[config.mk]
export PLATFORM = sky130hd
export DESIGN_NAME = avgpool2d_bwd_stream_flat
export DESIGN_NICKNAME = d
export VERILOG_FILES = /design/src/rtl/avgpool2d_bwd_stream_if.sv /design/src/rtl/avgpool2d_bwd_stream.sv /design/src/flat_wrapper.sv
export SDC_FILE = /design/constraint.sdc
export NUM_CORES = 1
export LEC_CHECK = 0
export BUFFER_PORTS_ARGS = -buffer_cell sky130_fd_sc_hd__buf_2
export CAP_MARGIN = 20
export CORE_UTILIZATION = 40
export CTS_CLUSTER_DIAMETER = 80
export CTS_CLUSTER_SIZE = 16
export DETAILED_ROUTE_END_ITERATION = 8
export PLACE_DENSITY = 0.63
export SLEW_MARGIN = 10
export SYNTH_ARGS = -nofsm -noshare
export SYNTH_HDL_FRONTEND = slang
export SYNTH_SLANG_ARGS = --single-unit
[constraint.sdc]
create_clock -name clk -period 9.2 [get_ports clk]
set_input_delay 1.84 -clock clk [delete_from_list [all_inputs] [get_ports clk]]
set_output_delay 1.84 -clock clk [all_outputs]
set_load 0.02 [all_outputs]
[src/rtl/avgpool2d_bwd_stream_if.sv]
// Gradient stream bundle for the backward average pool: dY input stream,
// dX output stream with frame-end marker, and the frame busy flag.
interface avgpool2d_bwd_stream_if #(
  parameter int WIDTH = 16
);
  logic signed [WIDTH-1:0] in_data;
  logic                    in_valid;
  logic                    in_ready;
  logic signed [WIDTH-1:0] out_data;
  logic                    out_valid;
  logic                    out_ready;
  logic                    out_last;
  logic                    busy;

  modport master (
    output in_data, in_valid, out_ready,
    input  in_ready, out_data, out_valid, out_last, busy
  );

  modport slave (
    input  in_data, in_valid, out_ready,
    output in_ready, out_data, out_valid, out_last, busy
  );
endinterface

[src/rtl/avgpool2d_bwd_stream.sv]
// Backward average pool: spreads each scaled dY element over its KxK window,
// producing dX in raster order one row group at a time.
module avgpool2d_bwd_stream #(
  parameter int          CH        = 1,
  parameter int          IN_H      = 2,
  parameter int          IN_W      = 2,
  parameter int          K         = 2,
  parameter int          STRIDE    = 2,
  parameter int          WIDTH     = 16,
  parameter logic [31:0] PRECISION = "Q8.8"
) (
  input logic                  clk,
  input logic                  rst,
  avgpool2d_bwd_stream_if.slave bus
);
  localparam int OUT_H     = (IN_H - K) / STRIDE + 1;
  localparam int OUT_W     = (IN_W - K) / STRIDE + 1;
  localparam int DENOM     = K * K;
  localparam int TAIL_ROWS = IN_H - OUT_H * K;
  localparam bit HAS_TAIL  = (TAIL_ROWS > 0);

  localparam int OW_W = (OUT_W > 1) ? $clog2(OUT_W) : 1;
  localparam int W_W  = (IN_W > 1) ? $clog2(IN_W) : 1;
  localparam int WI_W = $clog2(IN_W + 1);
  localparam int K_W  = (K > 1) ? $clog2(K) : 1;
  localparam int OH_W = (OUT_H > 1) ? $clog2(OUT_H) : 1;
  localparam int CH_W = (CH > 1) ? $clog2(CH) : 1;

  localparam logic [OW_W-1:0] OW_LAST   = OW_W'(OUT_W - 1);
  localparam logic [W_W-1:0]  W_LAST    = W_W'(IN_W - 1);
  localparam logic [WI_W-1:0] WI_OUT    = WI_W'(OUT_W);
  localparam logic [K_W-1:0]  KC_LAST   = K_W'(K - 1);
  localparam logic [K_W-1:0]  TAIL_LAST = K_W'(HAS_TAIL ? TAIL_ROWS - 1 : 0);
  localparam logic [OH_W-1:0] OH_LAST   = OH_W'(OUT_H - 1);
  localparam logic [CH_W-1:0] CH_LAST   = CH_W'(CH - 1);

  localparam logic signed [WIDTH+1:0] DEN_C  = (WIDTH+2)'(DENOM);
  localparam logic signed [WIDTH+1:0] HALF_C = (WIDTH+2)'(DENOM / 2);

  if (STRIDE != K) begin : g_bad_stride
    $error("avgpool2d_bwd_stream: STRIDE must equal K");
  end
  if (PRECISION == '0) begin : g_bad_precision
    $error("avgpool2d_bwd_stream: PRECISION tag must not be empty");
  end

  typedef enum logic [1:0] {LOAD, EMIT, TAIL} state_t;

  state_t          state_reg, state_next;
  logic [OW_W-1:0] ow_reg, ow_next;
  logic [W_W-1:0]  w_reg, w_next;
  logic [K_W-1:0]  kc_reg, kc_next;
  logic [WI_W-1:0] wi_reg, wi_next;
  logic [K_W-1:0]  r_reg, r_next;
  logic [OH_W-1:0] oh_reg, oh_next;
  logic [CH_W-1:0] ch_reg, ch_next;
  logic            busy_reg, busy_next;
  logic            chan_end;

  logic signed [WIDTH-1:0] row_buf [OUT_W];
  logic signed [WIDTH+1:0] g_ext, g_abs, g_mag;
  logic signed [WIDTH-1:0] scaled;

  // Extra two bits keep |-2^(WIDTH-1)| + DENOM/2 representable.
  always_comb begin
    g_ext  = {{2{bus.in_data[WIDTH-1]}}, bus.in_data};
    g_abs  = g_ext[WIDTH+1] ? -g_ext : g_ext;
    g_mag  = (g_abs + HALF_C) / DEN_C;
    scaled = WIDTH'(g_ext[WIDTH+1] ? -g_mag : g_mag);
  end

  always_comb begin
    state_next = state_reg;
    ow_next    = ow_reg;
    w_next     = w_reg;
    kc_next    = kc_reg;
    wi_next    = wi_reg;
    r_next     = r_reg;
    oh_next    = oh_reg;
    ch_next    = ch_reg;
    busy_next  = busy_reg;
    chan_end   = 1'b0;
    case (state_reg)
      LOAD: if (bus.in_valid) begin
        busy_next = 1'b1;
        if (ow_reg == OW_LAST) begin
          ow_next    = '0;
          r_next     = '0;
          w_next     = '0;
          kc_next    = '0;
          wi_next    = '0;
          state_next = EMIT;
        end else begin
          ow_next = ow_reg + 1'b1;
        end
      end
      EMIT: if (bus.out_ready) begin
        if (w_reg == W_LAST) begin
          w_next  = '0;
          kc_next = '0;
          wi_next = '0;
          if (r_reg == KC_LAST) begin
            r_next = '0;
            if (oh_reg == OH_LAST) begin
              oh_next = '0;
              if (HAS_TAIL) state_next = TAIL;
              else          chan_end   = 1'b1;
            end else begin
              oh_next    = oh_reg + 1'b1;
              state_next = LOAD;
            end
          end else begin
            r_next = r_reg + 1'b1;
          end
        end else begin
          w_next = w_reg + 1'b1;
          // kc walks the columns of one window; wi selects the buffered window.
          if (kc_reg == KC_LAST) begin
            kc_next = '0;
            wi_next = wi_reg + 1'b1;
          end else begin
            kc_next = kc_reg + 1'b1;
          end
        end
      end
      TAIL: if (bus.out_ready) begin
        if (w_reg == W_LAST) begin
          w_next = '0;
          if (r_reg == TAIL_LAST) begin
            r_next   = '0;
            chan_end = 1'b1;
          end else begin
            r_next = r_reg + 1'b1;
          end
        end else begin
          w_next = w_reg + 1'b1;
        end
      end
      default: state_next = LOAD;
    endcase
    if (chan_end) begin
      state_next = LOAD;
      if (ch_reg == CH_LAST) begin
        ch_next   = '0;
        busy_next = 1'b0;
      end else begin
        ch_next = ch_reg + 1'b1;
      end
    end
  end

  always_ff @(posedge clk) begin
    if (rst) begin
      state_reg <= LOAD;
      ow_reg    <= '0;
      w_reg     <= '0;
      kc_reg    <= '0;
      wi_reg    <= '0;
      r_reg     <= '0;
      oh_reg    <= '0;
      ch_reg    <= '0;
      busy_reg  <= 1'b0;
    end else begin
      state_reg <= state_next;
      ow_reg    <= ow_next;
      w_reg     <= w_next;
      kc_reg    <= kc_next;
      wi_reg    <= wi_next;
      r_reg     <= r_next;
      oh_reg    <= oh_next;
      ch_reg    <= ch_next;
      busy_reg  <= busy_next;
    end
  end

  always_ff @(posedge clk) begin
    if (state_reg == LOAD && bus.in_valid) row_buf[ow_reg] <= scaled;
  end

  always_comb begin
    bus.in_ready  = (state_reg == LOAD);
    bus.out_valid = (state_reg != LOAD);
    bus.busy      = busy_reg;
    bus.out_data  = '0;
    // Columns to the right of the last full window carry no gradient.
    if (state_reg == EMIT && wi_reg < WI_OUT) bus.out_data = row_buf[wi_reg[OW_W-1:0]];
    bus.out_last  = (ch_reg == CH_LAST) && (w_reg == W_LAST) &&
                    ((state_reg == EMIT) ? (!HAS_TAIL && oh_reg == OH_LAST && r_reg == KC_LAST)
                                         : (state_reg == TAIL && r_reg == TAIL_LAST));
  end
endmodule

[src/flat_wrapper.sv]
// flat-port wrapper written by rule: the top's interface ports become plain ports
module avgpool2d_bwd_stream_flat 
#(
  parameter int          CH        = 1,
  parameter int          IN_H      = 2,
  parameter int          IN_W      = 2,
  parameter int          K         = 2,
  parameter int          STRIDE    = 2,
  parameter int          WIDTH     = 16,
  parameter logic [31:0] PRECISION = "    "
)
  (clk, rst, bus_in_data, bus_in_valid, bus_out_ready, bus_in_ready, bus_out_data, bus_out_valid, bus_out_last, bus_busy);
  avgpool2d_bwd_stream_if #(.WIDTH(WIDTH)) bus_i ();
  input logic clk;
  input logic rst;
  input wire logic [$bits(bus_i.in_data)-1:0] bus_in_data;
  input wire logic [$bits(bus_i.in_valid)-1:0] bus_in_valid;
  input wire logic [$bits(bus_i.out_ready)-1:0] bus_out_ready;
  output wire logic [$bits(bus_i.in_ready)-1:0] bus_in_ready;
  output wire logic [$bits(bus_i.out_data)-1:0] bus_out_data;
  output wire logic [$bits(bus_i.out_valid)-1:0] bus_out_valid;
  output wire logic [$bits(bus_i.out_last)-1:0] bus_out_last;
  output wire logic [$bits(bus_i.busy)-1:0] bus_busy;
  assign bus_i.in_data = bus_in_data;
  assign bus_i.in_valid = bus_in_valid;
  assign bus_i.out_ready = bus_out_ready;
  assign bus_in_ready = bus_i.in_ready;
  assign bus_out_data = bus_i.out_data;
  assign bus_out_valid = bus_i.out_valid;
  assign bus_out_last = bus_i.out_last;
  assign bus_busy = bus_i.busy;
  avgpool2d_bwd_stream #(.CH(CH), .IN_H(IN_H), .IN_W(IN_W), .K(K), .STRIDE(STRIDE), .WIDTH(WIDTH), .PRECISION(PRECISION)) u_core (.clk(clk), .rst(rst), .bus(bus_i));
endmodule
== Word level (Yosys, flattened, before mapping) ==
Memory sizes are Yosys's and may differ from the RTL's.
Index checks and enable logic that the tools add are counted.
W data, S select, Z words.

* Register bits after elaboration: 11
* Memory bits (writable): 16
* Input port bits: 20
* Output and inout bits: 20
* Word-level logic and storage cells: 110
* Memories kept: 1

{| class="wikitable"
|+ Memories
! name !! depth !! width !! rd ports !! clocked after memory_dff !! wr ports !! line !! text
|-
| u_core.row_buf || 1 || 16 || 1 || 0 || 1 || avgpool2d_bwd_stream.sv:60 || <nowiki>logic signed [WIDTH-1:0] row_buf [OUT_W];</nowiki>
|}

* Add/subtract/negate cells: 11
* $lt $le $gt $ge: 1
* Eq/ne operators: 12
* Muxes and demuxes: 50
* Bitwise operators: 5
* Reduce and logical (&&, ||, !) cells: 21

{| class="wikitable"
|+ Operators with widths
! kind !! count
|-
| $mux W16 || 2
|-
| $mux W1 || 30
|-
| $mux W2 || 11
|-
| $add A18 B3 Y18 const B || 1
|-
| $mux W18 || 1
|-
| $neg A16 Y18 || 1
|-
| $add A16 B1 Y16 || 1
|-
| $neg A16 Y16 || 1
|-
| $reduce_and A7 Y1 || 2
|-
| $reduce_and A4 Y1 || 3
|-
| $ne A2 B1 Y1 const B || 5
|-
| $ne A2 B2 Y1 const B || 4
|-
| $add A1 B1 Y1 const B || 6
|-
| $logic_and A1 B1 Y1 || 6
|-
| $pmux W1 S2 || 3
|-
| $pmux W2 S3 || 1
|-
| $reduce_bool A2 Y1 || 3
|-
| $reduce_or A2 Y1 || 3
|-
| $reduce_and A5 Y1 || 1
|-
| $not A1 Y1 || 4
|-
| $pmux W2 S2 || 1
|-
| $ne A3 B1 Y1 const B || 1
|-
| $pmux W1 S3 || 1
|-
| $reduce_bool A3 Y1 || 1
|-
| other kinds (7) || 7
|}

== Depth between registers and ports, before layout ==
Gate-level depths: netlist (run 1).

* Word-level depth: 8
* Gate-level depth with buffers: 15
* Gate-level depth less buffers: 15

== Least setup slack after synthesis (run 1) ==
Ideal clock, no wire load.

* Path type: input -> register
* Start point: input bus_in_data[1]
* End point: memory u_core.row_buf[0][13] (data pin)
* Library setup time: 0.265 ns
* Arrival time: 4.737 ns
* Data required time: 8.935 ns
* Slack: 4.198 ns
* Cell stages on the path: 12
* Path buffers: 1
* Cell sequence: inv_1 ha_1 or4b_4 o21ai_0 a32oi_1 or4_1 buf_2 and2_1 xor2_1 or4b_4 o31ai_4 xor2_1

* Word-level cells in the longest chain between the ends: 8

{| class="wikitable"
|+ Ends and longest elaborated chain
! item !! line !! text
|-
| start: declaration || flat_wrapper.sv:16 || <nowiki>input wire logic [$bits(bus_i.in_data)-1:0] bus_in_data;</nowiki>
|-
| $neg A16 Y18 || avgpool2d_bwd_stream.sv:67 || <nowiki>g_abs = g_ext[WIDTH+1] ? -g_ext : g_ext;</nowiki>
|-
| $mux W18 * || avgpool2d_bwd_stream.sv:67 ||
|-
| $add A18 B3 Y18 * || avgpool2d_bwd_stream.sv:68 || <nowiki>g_mag = (g_abs + HALF_C) / DEN_C;</nowiki>
|-
| $reduce_or A2 Y1 (no source line) || -- ||
|-
| $and A1 B1 Y1 (no source line) || -- ||
|-
| $add A16 B1 Y16 (no source line) * || -- ||
|-
| $neg A16 Y16 || avgpool2d_bwd_stream.sv:69 || <nowiki>scaled = WIDTH'(g_ext[WIDTH+1] ? -g_mag : g_mag);</nowiki>
|-
| $mux W16 * || avgpool2d_bwd_stream.sv:69 ||
|-
| net u_core.scaled[13] || avgpool2d_bwd_stream.sv:62 || <nowiki>logic signed [WIDTH-1:0] scaled;</nowiki>
|-
| end: declaration || avgpool2d_bwd_stream.sv:60 ||
|}

Mark *: on every way through the listed nets, which the timed path passes. The rest lies on a longest branch.

== Worst setup path in the final report (run 1) ==
* Start point: input bus_in_data[15]
* End point: memory u_core.row_buf[0][15] (data pin)

* Word-level cells in the longest chain between the ends: 7
* Elaborated cells on any way between the ends: 8
* Classes of those cells: add/sub: 4; mux: 2; bitwise: 1; reduce/logical: 1

{| class="wikitable"
|+ Ends and longest elaborated chain
! item !! line
|-
| $neg A16 Y18 / $mux W18 (equally long branches) || avgpool2d_bwd_stream.sv:67
|-
| $mux W18 / $add A18 B3 Y18 (equally long branches) || avgpool2d_bwd_stream.sv:67, avgpool2d_bwd_stream.sv:68
|-
| $add A18 B3 Y18 / $reduce_or A2 Y1 (equally long branches) || --
|-
| $and A1 B1 Y1 (no source line) || --
|-
| $add A16 B1 Y16 (no source line) || --
|-
| $neg A16 Y16 || avgpool2d_bwd_stream.sv:69
|-
| $mux W16 * || avgpool2d_bwd_stream.sv:69
|-
| net u_core.scaled[15] || avgpool2d_bwd_stream.sv:62
|}

Marks and branches as above.

==> results by group, run 1 <==
Run status
  • Status: complete, but fails checks
  • Failing checks: DRC

Timing
  • Worst setup slack after layout: 3.92 ns
  • Worst slew pin tran: 0.799 ns
  • Setup Skew: 0.00300 ns
  • Unrepaired setup endpoints after global routing: false
  • Final setup fails: 0
  • Tmin final: 5.28 ns
  • Max_slew headroom: 46.6%
  • Final period utilization: 57.4%
  • Slew Viols, Final: 0
  • Final-report hold violation count: 0
  • Fmax: 189 MHz
  • Total negative slack: 0 ns

Pwr
  • Total power: 325 uW
  • Lkg Pwr: 0.00114 uW
  • P per Cell Area: 110 nW/um^2
  • VDD IR-drop max: 0.0000461 V

Placed design
  • Pre-CTS WS: 3.66 ns
  • IO buf count: 39
  • Post-DP HPWL: 4650 um
  • Global placement routability congestion: 0.889

Synth
  • Asr flop ratio synth: 0%
  • Synth Cell Area: 2690 sq um
  • Most frequent cell after synthesis: xnor2_1
  • Synth top cells by count: xnor2_1 (30), nor2_1 (24), and3_1 (22)
  • Yosys Warn Count: 0
  • #FFs+latches synth: 23
  • Synthesized area per cell: 8.50 sq um
  • EDFF count, synth: 16
  • Area leader, netlist: edfxtp_1
  • Yosys cell types: 71
  • Mapped Cells: 316
  • Share of the synthesized area in the top cell type: 17.9%
  • Seq/Total Area, Yosys: 23.1%
  • Top FF cell, synth: edfxtp_1
  • Synth top area cells: edfxtp_1 (18%), xnor2_1 (9.8%), xor2_1 (6.8%)

Cells and area
  • Diode count: 0
  • Post-layout util: 46.2%
  • Max reg flops: 16
  • # fillers: 667
  • Share of cells above drive strength 1: 18.7%
  • Syn-to-layout area delta: 10.4%
  • Nets: 375

Routing
  • Via-to-Cell Ratio: 5.68
  • DR WL/cell: 13.8 um
  • First-pass detailed-route iteration total: 8
  • WL final: 5830 um
  • Initial drt markers: 117
  • Via Count: 2409
  • # DRC: 13
  • Routed Antenna Nets: 0

GRT
  • First-pass GRT wire length: 9850 um
  • Initial antenna violation count: 0
  • Largest net degree at the start of global routing: 35
  • Number of global-route vias before repair: 2144
  • Grt total ovfl: 0
  • Global Route Usage Sum: 16.5%

Setup path
  • CP Data Arrival Time: 5.27 ns
  • Crit Path Max Fanout: 34
  • Most frequent CP cell: a21oi_1
  • Slowest-stage cell, CP: nor4b_2
  • Required time worst endpoint: 9.18 ns
  • Largest stage delay, worst path: 0.77 ns
  • Stages on the worst setup path: 10
  • CP top delay family: simple AND/OR/NAND/NOR gates
  • Setup crit start kind: input pin
  • CP Buf/Inv Count: 2
  • Reg2Reg Depth: 6
  • Crit Path Class: in -> reg
  • CP Cell Sequence: buf_2, inv_1, a21oi_1, a32oi_2, nor4b_2, and3_1, a211o_1, or4b_4, nor3_1, a21oi_1
  • CP Capture Type: flip-flop

Floorplan
  • Chip height: 84.0 um
  • I/O pins: 40
  • Initial Util: 41.8%
  • Die ar.: 7050 sq um
  • Die W: 84.0 um
  • Row cnt: 29
  • Core area: 6420 sq um

Clocking
  • # clock sinks: 23
  • Max clock buf depth: 2
  • Setup bufs post-CTS: 0
  • TritonCTS clock tree: yes
  • # hold bufs at CTS: 0
  • Clk slew on worst S/H paths: 0.07 ns
  • CTS buffer count: 3
  • Insertion delay to the later sink of the worst-skew pair: 0.25 ns
  • Cts repair resizes: 0
  • CTS H-Tree Depth: 1
  • Root buf cell: clkbuf_8

Hold path
  • Worst Hold Depth: 2
  • Min-delay worst type: reg -> reg

Run
  • Max-cap viol count: 0
==> metal layers <==
layer	wire length [um]	share of wire [%]	vias up	track usage, %
met2	2750	47	42	27.9
met5	0	0	-	0
li1	-	-	1245	-
met4	16	0.27	0	2.98
met3	148	2.5	2	1.29
met1	2920	50	1120	23.0
==> cell type report <==
type	count	area [sq um]	area share (%)
Tap cell	77	96.3	3.25
Timing Repair Buffer	40	203	6.83
Sequential cell	23	621	20.9
Multi-Input combinational cell	269	1960	66.1
Clock buffer	4	45.0	1.52
Inverter	11	41.3	1.39
==> power by group <==
part           switching [uW]  internal, uW  total [uW]
combinational            82.3          55.2         137
clock                    27.4          30.7        58.2
sequential               4.33           125         130
total                     114           211         325
==> logic make-up after synthesis <==
logic type	Yosys count	share of synthesized area (%)
AOI/OAI and AO/OA	69	20.5
xor gates and xnor gates	52	17.5
adders and majority gates	7	3.26
buffers and inverters	25	4.05
DFF	23	23.1
other	1	0.140
and+or+nand+nor	139	31.5
==> worst register-to-register path, cell delays in order (launching register included) <==
cell      delay, ns
dfxtp_1        0.75
nor2b_1        0.11
buf_4          0.24
a21oi_1        0.19
nor2_1         0.10
nor2_1         0.15
a21boi_0       0.18
==> stage by stage <==
stage | instance area, sq um | std cells | hold WS, ns
5_1_grt | 2970 | 424 | 0.490
2_1_floorplan | 2690 | 317 | 0.441
6_report | 2970 | 424 | 0.467
3_5_place_dp | 2920 | 420 | 0.458
4_1_cts | 2970 | 424 | 0.475
3_3_place_gp | 2920 | 420 | 0.456
==> worst paths after layout <==
| path | startpoint | endpoint | slack (ns) |
|---|---|---|---|
| worst min register to register | u_core.kc_reg | u_core.kc_reg | 0.47 |
| worst min-delay path | u_core.kc_reg | u_core.kc_reg | 0.47 |
| worst max register to register | u_core.state_reg[0] | u_core.kc_reg | 7.42 |
| worst max-delay path | bus_in_data[15] | u_core.row_buf[0][15] | 3.92 |
==> layout by cell type, fill, tap and decap left out, drive strengths merged, types with 8 or more instances in the layout <==
| cell type | netlist | layout |
|---|---|---|
| inv | 11 | 11 |
| buf | 6 | 40 |
| a21oi | 12 | 12 |
| and3 | 22 | 22 |
| nand2 | 17 | 17 |
| xnor2 | 30 | 30 |
| nand3 | 8 | 8 |
| xor2 | 21 | 21 |
| o21ai | 12 | 12 |
| edfxtp | 16 | 16 |
| nor3 | 12 | 12 |
| nor2 | 24 | 24 |
| nand2b | 8 | 8 |
(Power assumes the default switching activity.)
==> inputs of run 2 (changes only) <==
==> constraint.sdc (replaced) <==
create_clock -name clk -period 5.1 [get_ports clk]
set_input_delay 1.02 -clock clk [delete_from_list [all_inputs] [get_ports clk]]
set_output_delay 1.02 -clock clk [all_outputs]
set_load 0.02 [all_outputs]
==> results by group, run 2 (synthesis gave the netlist of run 1 again) <==
Run status
  • Status: complete, but fails checks
  • Failing checks: DRC

Cells and area
  • Diode count: 0
  • Max reg flops: 16
  • Most frequent cells in the layout: buf_2 (39), xnor2_1 (30), nor2_1 (24)
  • Syn-to-layout area delta: 12.1%
  • Nets: 381
  • Share of cells above drive strength 1: 20.1%
  • Post-route cell area: 3010 sq um
  • Most common cell after layout, fill and taps aside: buf_2

Setup path
  • CP Data Arrival Time: 4.33 ns
  • CP Capture Type: flip-flop
  • Required time worst endpoint: 5.10 ns
  • Reg2Reg Depth: 6
  • Worst r2r dst: u_core.kc_reg
  • Crit Path Class: in -> reg
  • FF-to-FF Start: u_core.state_reg[0]
  • R2R setup slack: 3.38 ns
  • Crit Path Max Fanout: 7
  • Setup crit start kind: input pin

Timing
  • Total negative slack: 0 ns
  • Slew Viols, Final: 0
  • Final hold slack: 0.470 ns
  • Unrepaired setup endpoints after global routing: false
  • Final setup fails: 0
  • Final period utilization: 84.8%
  • Fmax: 231 MHz
  • Worst slew pin tran: 0.636 ns
  • Tmin final: 4.33 ns
  • Final-report hold violation count: 0
  • Max_slew headroom: 57.5%
  • Setup Skew: 0.000711 ns

Pwr
  • P per Cell Area: 197 nW/um^2
  • VDD IR-drop max: 0.0000776 V
  • Lkg Pwr: 0.00117 uW

Floorplan
  • Die W: 84.0 um
  • Chip height: 84.0 um
  • Core area: 6420 sq um
  • I/O pins: 40
  • Row cnt: 29
  • Die ar.: 7050 sq um
  • Initial Util: 41.8%

GRT
  • Largest net degree at the start of global routing: 28
  • First-pass GRT wire length: 10300 um
  • Initial antenna violation count: 0
  • Grt total ovfl: 0
  • Global Route Usage Sum: 17.4%
  • Number of global-route vias before repair: 2272

Placed design
  • Post-DP Area: 2970 sq um
  • Post-DP HPWL: 4780 um
  • Global placement routability congestion: 0.942
  • IO buf count: 39

Routing
  • Via Count: 2458
  • First-pass detailed-route iteration total: 9
  • # DRC: 14
  • Initial drt markers: 117
  • WL final: 5970 um
  • Routed Antenna Nets: 0
  • DR WL/cell: 13.9 um
  • Via-to-Cell Ratio: 5.72

Clocking
  • # hold bufs at CTS: 0
  • # clock sinks: 23
  • TritonCTS clock tree: yes
  • Root buf cell: clkbuf_8
  • Max clock buf depth: 2
  • Insertion delay to the later sink of the worst-skew pair: 0.25 ns
  • Clk slew on worst S/H paths: 0.07 ns
  • CTS H-Tree Depth: 1
  • Setup bufs post-CTS: 0
  • CTS buffer count: 3
  • Cts repair resizes: 0

Hold path
  • Hold Path End: u_core.kc_reg
  • Worst Hold Depth: 2
  • Min-delay worst type: reg -> reg
  • HP Start: u_core.kc_reg

Run
  • Max-cap viol count: 0
[run 2: cell count changes in the layout (fill, tap and decap cells not counted), sizes merged]
| cell | delta |
|---|---|
| buf | +6 |
[run 2: layout make-up]
class | count | area, sq um
Multi-Input combinational cell | 269 | 1960
Inverter | 11 | 41.3
Fill cell | 647 | 3410
Clock buffer | 4 | 45.0
Tap cell | 77 | 96.3
Sequential cell | 23 | 621
Timing Repair Buffer | 46 | 248
[run 2: per-stage QoR]
step	setup slack, ns	cells	power, uW	util (%)
global placement	0.535	426	484	46.2
global route	0.485	430	640	46.9
floorplan	0.918	317	428	-
detailed placement	0.503	426	490	46.2
finish	0.773	430	595	46.9
CTS	0.783	430	600	46.9
[run 2: worst max-delay path by stage]
stage,start,endpoint,cells past startpoint
after floorplan,bus_in_data[1],u_core.row_buf[0][13],12
after global placement,bus_in_data[1],u_core.row_buf[0][13],13
after detailed placement,bus_in_data[1],u_core.row_buf[0][13],12
after CTS,bus_in_data[1],u_core.row_buf[0][13],12
after global routing,bus_in_data[1],u_core.row_buf[0][14],12
final,bus_in_data[1],u_core.row_buf[0][13],12
[run 2: where the power goes]
| part | internal [uW] | switching [uW] |
|---|---|---|
| Combinational | 103 | 150 |
| Clock | 55.5 | 51.5 |
| Sequential | 226 | 8.42 |
[run 2: per-layer routing]
layer / up-vias / part of all wire (%) / global-route usage (%)
met5: - / 0 / 0
met4: 0 / 0.47 / 4.23
met3: 4 / 3.7 / 0.989
met2: 65 / 47 / 30.6
met1: 1123 / 49 / 23.1
li1: 1266 / - / -
[run 2: worst max-delay path: stages]
cell     delay, ns
buf_2         0.13
inv_1         0.07
ha_1          0.27
or4b_4        0.54
o21ai_0       0.18
a32oi_1       0.19
or4_1         0.67
and2_1        0.23
xor2_1        0.18
or4b_4        0.57
o31ai_4       0.19
xor2_1        0.08
==> inputs of run 3 (changes only) <==
--- a/config.mk
+++ b/config.mk
@@ -11,7 +11,7 @@
 export CTS_CLUSTER_DIAMETER = 80
 export CTS_CLUSTER_SIZE = 16
 export DETAILED_ROUTE_END_ITERATION = 8
-export PLACE_DENSITY = 0.63
+export PLACE_DENSITY = 0.66
 export SLEW_MARGIN = 10
 export SYNTH_ARGS = -nofsm -noshare
 export SYNTH_HDL_FRONTEND = slang
==> constraint.sdc (replaced) <==
create_clock -name clk -period 3.7 [get_ports clk]
set_input_delay 0.74 -clock clk [delete_from_list [all_inputs] [get_ports clk]]
set_output_delay 0.74 -clock clk [all_outputs]
set_load 0.02 [all_outputs]
==> results by group, run 3 (synthesis gave the netlist of run 1 again) <==
GRT
  • Global Route Usage Sum: 19.6%
  • Largest net degree at the start of global routing: 28
  • Initial antenna violation count: 0
  • First-pass GRT wire length: 11800 um
  • Grt total ovfl: 0
  • Number of global-route vias before repair: 2693

Clocking
  • # clock sinks: 23
  • Insertion delay to the later sink of the worst-skew pair: 0.26 ns
  • Root buf cell: clkbuf_8
  • CTS H-Tree Depth: 1
  • Max clock buf depth: 2
  • CTS buffer count: 3
  • Clk slew on worst S/H paths: 0.07 ns
  • TritonCTS clock tree: yes

Routing
  • # DRC: 12
  • Initial drt markers: 74
  • Routed Antenna Nets: 0
  • Via Count: 2735
  • DR WL/cell: 13.0 um
  • Via-to-Cell Ratio: 5.34
  • WL final: 6680 um
  • First-pass detailed-route iteration total: 6

Pwr
  • Share of power burned in combinational logic: 50.2%
  • P per Cell Area: 247 nW/um^2
  • Lkg Pwr: 0.00162 uW
  • Fraction of power spent switching nets: 34.1%
  • VDD IR-drop max: 0.000113 V
  • Power Internal: 623 uW
  • Clock share of power: 15.6%
  • NetSw: 323 uW
  • Part of the power in registers: 34.2%

Setup path
  • CP Data Arrival Time: 3.63 ns
  • CP Buf/Inv Count: 1
  • R2R setup slack: 1.93 ns
  • Setup crit start kind: input pin
  • CP Capture Type: flip-flop
  • Required time worst endpoint: 3.71 ns
  • Slowest-stage cell, CP: or4_4
  • Largest stage delay, worst path: 0.59 ns
  • CP top delay family: simple AND/OR/NAND/NOR gates
  • Crit Path Class: in -> reg
  • CP Cell Sequence: buf_2, or4_4, o41ai_4, a32oi_1, or4_4, and2_4, xor2_1, or4b_4, o31ai_4, xor2_1
  • Crit Path Max Fanout: 4

Cells and area
  • Diode count: 0
  • # fillers: 578
  • Area of the multi-input gates: 2130 sq um
  • Share of cells above drive strength 1: 40.9%
  • Max reg flops: 16
  • Most frequent cells in the layout: buf_4 (87), buf_2 (37), xnor2_1 (27)
  • Nets: 463
  • Reg area: 621 sq um
  • Most common cell after layout, fill and taps aside: buf_4
  • Syn-to-layout area delta: 42.4%

Timing
  • Setup Skew: 0.000849 ns
  • Final-report hold violation count: 0
  • Slew Viols, Final: 0
  • Fmax: 276 MHz
  • Final hold slack: 0.478 ns
  • Total negative slack: 0 ns
  • Tmin final: 3.63 ns
  • Worst slew pin tran: 0.650 ns
  • Final setup fails: 0
  • Max_slew headroom: 56.6%
  • Final period utilization: 98.0%

Floorplan
  • Initial Util: 41.8%
  • Die ar.: 7050 sq um
  • Row cnt: 29
  • Chip height: 84.0 um
  • I/O pins: 40
  • Core area: 6420 sq um
  • Die W: 84.0 um

Run
  • Max-cap viol count: 0

Placed design
  • Global placement routability congestion: 0.921
  • Post-DP HPWL: 5530 um
  • IO buf count: 39

Hold path
  • Min-delay worst type: reg -> reg

Run status
  • Failing checks: DRC
  • Status: complete, but fails checks
-- run 3: final cells by class --
cell class / count / share of cell area [%]
Clock buffer: 4 / 1.18
Inverter: 11 / 1.14
Multi-Input combinational cell: 269 / 55.6
Sequential cell: 23 / 16.2
Tap cell: 77 / 2.52
Timing Repair Buffer: 128 / 23.3
-- run 3: metrics by stage --
step | utilization [%] | power [uW] | cell area (sq um) | instances | worst slack (ns)
global route | 59.6 | 1010 | 3830 | 512 | -0.0413
CTS | 57.4 | 926 | 3680 | 511 | 0.000857
detailed placement | 56.4 | 774 | 3620 | 507 | -0.346
floorplan | - | 597 | 2760 | 317 | -0.107
finish | 59.6 | 946 | 3830 | 512 | 0.0739
global placement | 56.4 | 764 | 3620 | 507 | -0.287
-- run 3: worst reg2reg max path: stages, from the launching register on --
cell      delay [ns]
dfxtp_1         0.74
nor2b_1         0.10
buf_4           0.23
a21oi_1         0.19
nor2_1          0.10
nor2_1          0.15
a21boi_0        0.19
-- run 3: power groups by stage --
stage	Combinational, uW	Sequential [uW]	Clock [uW]
floorplan	272	325	0
global placement	436	328	0
detailed placement	445	329	0
CTS	449	323	153
global route	524	327	159
finish	475	323	147
-- run 3: worst paths after layout --
path / from / endpoint / cells after the start
max: bus_in_data[7] / u_core.row_buf[0][13] / 10
min: u_core.kc_reg / u_core.kc_reg / 2
max reg2reg: u_core.state_reg[0] / u_core.kc_reg / 6
min reg2reg: u_core.kc_reg / u_core.kc_reg / 2
-- run 3: metal layers --
| layer | up-vias | global-route usage [%] | share of wire (%) |
|---|---|---|---|
| met2 | 48 | 35.5 | 51 |
| met5 | - | 0 | 0 |
| met1 | 1254 | 25.3 | 46 |
| met3 | 8 | 0.890 | 2.3 |
| li1 | 1425 | - | - |
| met4 | 0 | 5.49 | 1.3 |
-- run 3: what timing repair did --
action	in CTS	in global routing
endpoints found under the hold margin	0	0
pin swaps	0	15
setup endpoints to repair	2	6
setup buffers	0	1
hold buffers	0	0
resized for setup	4	24
